$ cat src/rtl/store_buffer.sv
// Posted-write FIFO between store control and the data-memory port.
// Drains word-aligned beats in order over req/gnt and flags loads that overlap pending stores.
module store_buffer #(
  parameter int unsigned DEPTH  = 4,
  parameter int unsigned ADDR_W = 32
) (
  input  logic                     clk_i,
  input  logic                     rst_ni,
  input  logic                     st_valid_i,
  input  logic [ADDR_W-1:0]        st_addr_i,
  input  logic [31:0]              st_wdata_i,
  input  logic [3:0]               st_be_i,
  output logic                     st_ready_o,
  output logic                     mem_req_o,
  output logic [ADDR_W-1:0]        mem_addr_o,
  output logic [31:0]              mem_wdata_o,
  output logic [3:0]               mem_be_o,
  input  logic                     mem_gnt_i,
  input  logic                     ld_valid_i,
  input  logic [ADDR_W-1:0]        ld_addr_i,
  input  logic [3:0]               ld_be_i,
  output logic                     ld_hazard_o,
  output logic                     empty_o,
  output logic [$clog2(DEPTH):0]   count_o
);

  localparam int unsigned PTR_W = $clog2(DEPTH);
  localparam int unsigned CNT_W = PTR_W + 1;
  localparam logic [CNT_W-1:0] FULL_CNT = CNT_W'(DEPTH);

  logic [ADDR_W-3:0] addr_q  [DEPTH];
  logic [31:0]       wdata_q [DEPTH];
  logic [3:0]        be_q    [DEPTH];

  logic [PTR_W-1:0] wr_ptr;
  logic [PTR_W-1:0] rd_ptr;
  logic [CNT_W-1:0] count;
  logic             push;
  logic             pop;
  logic             hz_buf;
  logic             hz_in;
  logic [PTR_W-1:0] slot;

  // Readiness looks only at the registered count: a full buffer never takes a beat,
  // even when the head drains in the same cycle.
  assign st_ready_o = rst_ni && (count < FULL_CNT);
  assign push       = st_valid_i && st_ready_o && (st_be_i != '0);
  assign mem_req_o  = rst_ni && (count != '0);
  assign pop        = mem_req_o && mem_gnt_i;

  always_ff @(posedge clk_i) begin
    if (!rst_ni) begin
      wr_ptr <= '0;
      rd_ptr <= '0;
      count  <= '0;
    end else begin
      if (push) wr_ptr <= wr_ptr + PTR_W'(1);
      if (pop)  rd_ptr <= rd_ptr + PTR_W'(1);
      unique case ({push, pop})
        2'b10:   count <= count + CNT_W'(1);
        2'b01:   count <= count - CNT_W'(1);
        default: count <= count;
      endcase
    end
  end

  always_ff @(posedge clk_i) begin
    if (push) begin
      addr_q[wr_ptr]  <= st_addr_i[ADDR_W-1:2];
      wdata_q[wr_ptr] <= st_wdata_i;
      be_q[wr_ptr]    <= st_be_i;
    end
  end

  assign mem_addr_o  = rst_ni ? {addr_q[rd_ptr], 2'b00} : '0;
  assign mem_wdata_o = rst_ni ? wdata_q[rd_ptr] : '0;
  assign mem_be_o    = rst_ni ? be_q[rd_ptr] : '0;
  assign empty_o     = !rst_ni || (count == '0);
  assign count_o     = rst_ni ? count : '0;

  // An entry is live when its distance from the head (mod DEPTH) is below count.
  always_comb begin
    hz_buf = 1'b0;
    slot   = '0;
    for (int unsigned i = 0; i < DEPTH; i++) begin
      slot = PTR_W'(i) - rd_ptr;
      if (({1'b0, slot} < count) &&
          (addr_q[i] == ld_addr_i[ADDR_W-1:2]) &&
          ((be_q[i] & ld_be_i) != '0))
        hz_buf = 1'b1;
    end
  end

  assign hz_in = push && (st_addr_i[ADDR_W-1:2] == ld_addr_i[ADDR_W-1:2]) &&
                 ((st_be_i & ld_be_i) != '0);

  assign ld_hazard_o = rst_ni && ld_valid_i && (hz_buf || hz_in);

endmodule

$ cat config.mk
export PLATFORM = sky130hd
export DESIGN_NAME = store_buffer
export DESIGN_NICKNAME = d
export VERILOG_FILES = /design/src/rtl/store_buffer.sv
export SDC_FILE = /design/constraint.sdc
export NUM_CORES = 1
export LEC_CHECK = 0
export CORE_MARGIN = 3
export CORE_UTILIZATION = 59
export DETAILED_ROUTE_END_ITERATION = 10
export PLACE_DENSITY = 0.84
export SYNTH_ARGS = -nofsm -noshare
export SYNTH_HDL_FRONTEND = slang
export SYNTH_SLANG_ARGS = --single-unit
$ cat constraint.sdc
create_clock -name clk_i -period 3.7 [get_ports clk_i]
set_input_delay 0.555 -clock clk_i [delete_from_list [all_inputs] [get_ports clk_i]]
set_output_delay 0.555 -clock clk_i [all_outputs]
set_load 0.02 [all_outputs]
# Word-level counts from Yosys, hierarchy flattened
# Memory sizes are Yosys's and may differ from the RTL's. A register that Yosys moved wholly into a read port is not among the register bits.
# Cells that the tools add are included.
# classes
add_sub_neg,8
order_cmp,5
eq_ne,7
muxes,17
bitwise,5
n_reduce_logical,29
# ops
cell,count
equality test 30 bit,5
2-to-1 mux 32 bit,2
nonzero test 4 bit,6
AND 4 bit,5
logical AND 1 bit,17
< comparator 2 x 3 -> 1 bit,4
2-to-1 mux 2 bit,6
2-to-1 mux 1 bit,6
case mux 3 bit (2 select lines),1
adder 2 x 1 -> 2 bit (second input constant),2
2-to-1 mux 4 bit,1
subtractor 1 x 2 -> 2 bit (first input constant),2
subtractor 2 bit (first input constant),2
adder 3 x 1 -> 3 bit (second input constant),1
zero test 3 bit,1
< comparator 3 bit (second input constant),1
2-to-1 mux 3 bit,1
nonzero test 3 bit,1
subtractor 3 x 1 -> 3 bit (second input constant),1
equality test 2 x 1 -> 1 bit (second input constant),1
equality test 2 bit (second input constant),1
logical OR 1 bit,2
nonzero test 2 bit,1
zero test 1 bit,1
# word_totals
ff_bits,7
ram_bits,264
input_bits,109
word_cells,77
mem_count,3
# memory_table
memory,words,width,read_ports,rd_ports_with_merged_regs,wr,line,rtl
wdata_q,4,32,1,1,1,32,logic [31:0] wdata_q [DEPTH];
addr_q,4,30,5,1,1,31,logic [ADDR_W-3:0] addr_q [DEPTH];
be_q,4,4,5,1,1,33,logic [3:0] be_q [DEPTH];

# Depth between registers and ports, before layout
# depth
word_depth,10
depth_mapped,10
mapped_depth_nobuf,9

# Worst setup path after synthesis
# OpenSTA, ideal clock, no wires.
# synth_timing
kind,input to register
startpoint,input port st_be_i[0]
endpoint,register count[2]
setup_ns,0.076
t_arrival_ns,2.569
required_time_ns,3.624
path_slack_ns,1.056
stages,10
n_path_buf,1
path_cell_list,or4_1 and3_1 buf_6 inv_1 ha_1 inv_1 fa_1 xor2_1 or3_1 a21boi_0
# synth_via
elab_chain_cells,4
elab_cells_between_ends,6
# synth_rtl
element,line,rtl
from (decl),12,"input logic [3:0] st_be_i,"
nonzero test 4 bit (*),47,assign push = st_valid_i && st_ready_o && (st_be_i != '0);
logical AND 1 bit (*),47,
equality test 2 x 1 -> 1 bit or equality test 2 bit (tied branches),59,"unique case ({push, pop})"
case mux 3 bit (2 select lines) or nonzero test 2 bit (tied branches),n/a,
to (signal assigned),60,2'b10: count <= count + CNT_W'(1);
to (signal assigned),61,2'b01: count <= count - CNT_W'(1);
to (signal assigned),62,default: count <= count;
to (decl),37,logic [CNT_W-1:0] count;
# Mark *: on every way between the ends. The rest lies on a longest branch, timed or not.
# A chain may end at the register's enable or synchronous reset.

# Worst setup path after layout
# layout_timing
startpoint,input port ld_addr_i[29]
endpoint,output port ld_hazard_o
# layout_via
elab_chain_cells,9
elab_cells_between_ends,21
# layout_rtl
element,line,rtl
from (decl),20,"input logic [ADDR_W-1:0] ld_addr_i,"
equality test 30 bit,88,(addr_q[i] == ld_addr_i[ADDR_W-1:2]) &&
logical AND 1 bit,87,"if (({1'b0, slot} < count) &&"
logical AND 1 bit,88,
2-to-1 mux 1 bit (4 in a row),87,
logical OR 1 bit (*),97,assign ld_hazard_o = rst_ni && ld_valid_i && (hz_buf || hz_in);
logical AND 1 bit (*),97,
to (decl),22,"output logic ld_hazard_o,"
# Marked as above.

==> key figures <==
Floorplan
  • DIE AREA: 0.0229 mm2
  • Initial Utilization: 60.8%
  • IO Pins: 184
  • Row cnt: 52
  • Die Width: 151 um
  • Die height: 151 um
  • Core Region: 0.0205 mm2

Setup path
  • Worst R2R Start: count[2]
  • CP Data Required Time: 3.14 ns
  • Worst R2R Setup Slack: 1.03 ns
  • Crit path cell chain: clkdlybuf4s50_1 -> buf_4 -> buf_4 -> xor2_1 -> nor4_1 -> nand4_1 -> o32ai_1 -> o311a_1 -> dlygate4sd2_1
  • Setup CP Type: input pin to output port
  • Crit Path Max Fanout: 4
  • Slowest CP cell: clkdlybuf4s50_1
  • Startpoint type of the worst setup path: input pin
  • Worst r2r dst: count[2]
  • Worst r2r path cells: 10
  • Most used cell, CP: buf_4
  • Max incr delay on CP: 0.55 ns
  • CP endpoint kind: output port
  • Data arrival, critical path: 2.97 ns

Layout
  • Post-layout util: 76.6%
  • Share of cells above drive strength 1: 17.5%
  • Area Overhead vs Synth: 26.0%
  • Non-filler instance count after layout: 1225
  • Final Net Count: 1053

STA
  • Slew Viols, Final: 0
  • Tightest Pin Transition: 0.609 ns
  • Skew final: 0.00629 ns
  • Setup slack after layout: 0.177 ns
  • Period Utilization, post-route: 95.2%
  • Tmin final: 3.52 ns
  • Post-route setup TNS: 0 ns
  • RSZ-0062 raised after global routing: no
  • FMAX: 0.284 GHz
  • Final hold violations: 0
  • Slew headroom: 59.4%
  • Final setup fails: 0

Clock tree
  • H-tree Lvls: 1
  • CTS Root Cell: clkbuf_16
  • Clock Sinks: 273
  • Worst-path clk slew: 0.06 ns
  • CTS Buf Count: 27
  • Hold_buf cts: 0
  • CTS tree: yes
  • Clock Path Buffers: 3
  • Clk Latency, worst-skew pair: 0.52 ns
  • Post-CTS Setup Repair Bufs: 0

Yosys
  • Largest area contributor in the netlist: edfxtp_1
  • Post-Syn Area: 0.0125 mm2
  • Ranking of synthesized cells by area: edfxtp_1 64%, mux4_2 12%, xnor2_1 6.9%
  • Netlist cell types: 39
  • Post-synth top area share: 63.6%
  • Post-Syn Area per Cell: 16.9 um2
  • Top FF cell, synth: edfxtp_1
  • Sequential fraction of the synthesis area: 65.0%
  • Yosys synthesis warning count: 0
  • Cells after Synth: 737
  • Most frequent cell after synthesis: edfxtp_1
  • EDFF count, synth: 264
  • Most instantiated cells after synthesis: 264 x edfxtp_1, 98 x xnor2_1, 75 x and2_1
  • Synth Register Bits: 273
  • Async S/R FF share, synth: 0%

Routing
  • Routed wirelength normalized by instance count: 24.7 um
  • DRT Wirelength: 30.2 mm
  • DR iter-0 viols: 611
  • Drt pass-1 iters: 5
  • Final antenna-violating net count: 0
  • DRC Markers: 0
  • Vias: 7321
  • Vias/cell: 5.98

Min path
  • Hold crit path type: register to register
  • Hold Path End: wr_ptr[1]
  • Hold Startpoint: wr_ptr[1]
  • Hold Path Stages: 2

Placed design
  • Routability Congestion: 0.976
  • Placed Instances: 1175
  • Pre-CTS setup slack: -0.204 ns
  • Hpwl dp: 20.6 mm
  • IO Port Bufs: 177

Run status
  • Status: completed

Power and ir drop
  • Pwr/cell area: 471 mW/mm2
  • Total power after layout: 7.39 mW
  • Leakage: 5.09 nW
  • Worst vdd ir: 0.000391 V

Job
  • Max_cap viols: 0

Global routing
  • Vias in the first global route: 7600
  • Gr ovfl total: 0
  • First-pass GRT wire length: 45.5 mm
  • All-layer global routing usage: 26.8%
  • Antenna violations before repair: 0
  • Largest net degree at the start of global routing: 67
[report_power, final]
| group | internal (mW) | total [mW] | switching (mW) |
|---|---|---|---|
| logic | 0.468 | 0.922 | 0.454 |
| registers | 3.48 | 3.54 | 0.0542 |
| clock network | 1.82 | 2.93 | 1.11 |
| total | 5.77 | 7.39 | 1.62 |
[layout make-up]
cell class | instances | area (um2)
tap | 270 | 338
clock inverter | 21 | 284
antenna | 1 | 2.50
clock buffer | 28 | 679
fill | 1180 | 4790
timing repair buffer | 222 | 2180
multi-input combinational | 401 | 4080
sequential | 273 | 8110
inverter | 9 | 33.8
[cells by family after synthesis]
kind of cell	count (synthesis)	synth area share [%]
DFF	273	65.0
xor gates and xnor gates	156	11.0
and+or+nand+nor	142	7.01
muxes	66	11.9
buffers and inverters	64	2.53
AOI/OAI and AO/OA	25	1.47
adders and majority gates	10	1.06
other	1	0.0301
[how the worst max path moves through the flow]
stage          slack [ns]          start          end  depth (start not counted)
2_1_floorplan        1.06     st_be_i[0]     count[2]                         10
3_3_place_gp        -0.17  ld_addr_i[28]  ld_hazard_o                          9
3_5_place_dp        -0.20  ld_addr_i[29]  ld_hazard_o                          9
4_1_cts              0.23  ld_addr_i[29]  ld_hazard_o                          9
5_1_grt               0.1   ld_addr_i[5]  ld_hazard_o                          9
6_report             0.18  ld_addr_i[29]  ld_hazard_o                          9
[routing by layer]
layer	routed length [um]	part of all wire [%]	global-route usage, %	vias up
met4	764	2.5	6.84	0
li1	-	-	-	3198
met5	0	0	0	-
met1	11700	39	37.5	3700
met2	15100	50	43.7	367
met3	2680	8.9	5.72	56
[cells in the final DEF, fill, tap and decap left out, types with 2 or more instances in the layout]
cell | synthesis | final
a21oi_1 | 4 | 4
a221oi_1 | 2 | 2
a22o_1 | 2 | 2
a22oi_1 | 6 | 6
and2_1 | 75 | 75
and2_2 | 4 | 4
buf_12 | 0 | 6
buf_4 | 2 | 39
bufinv_16 | 0 | 7
clkbuf_16 | 0 | 27
clkdlybuf4s50_1 | 0 | 174
clkinv_1 | 0 | 5
clkinv_2 | 0 | 6
conb_1 | 1 | 2
dfxtp_1 | 9 | 7
dlygate4sd2_1 | 0 | 2
edfxtp_1 | 264 | 264
ha_1 | 9 | 9
inv_1 | 9 | 9
mux4_2 | 66 | 66
nand2_1 | 9 | 9
nand4_1 | 25 | 25
nor4_1 | 20 | 19
o2111ai_1 | 4 | 4
o21ai_0 | 3 | 3
xnor2_1 | 98 | 95
xnor2_2 | 0 | 3
xor2_1 | 58 | 58
[worst max-delay path: cells and delay by family]
family | cells | cell delay, ns
simple gates | 2 | 0.63
xor+xnor | 1 | 0.13
compound gates | 2 | 0.42
buf+inv | 4 | 1.22
[registers in the layout, indices dropped and copies added (netlist names), named ones only]
signal and flops:
be_q 16, rd_ptr 2, count 3, addr_q 120, wdata_q 128, wr_ptr 2
[stage by stage]
step	instance area [um2]	hold slack, ns
after floorplan	12500	0.469
after global placement	14700	0.480
after detailed placement	14700	0.497
after CTS	15700	0.539
after global routing	15700	0.607
final	15700	0.531
[repair_timing]
item,CTS,global route
resized for setup,6,0
setup endpoints to repair,1,0
hold endpoints to repair,0,0
(Power assumes the default switching activity.)
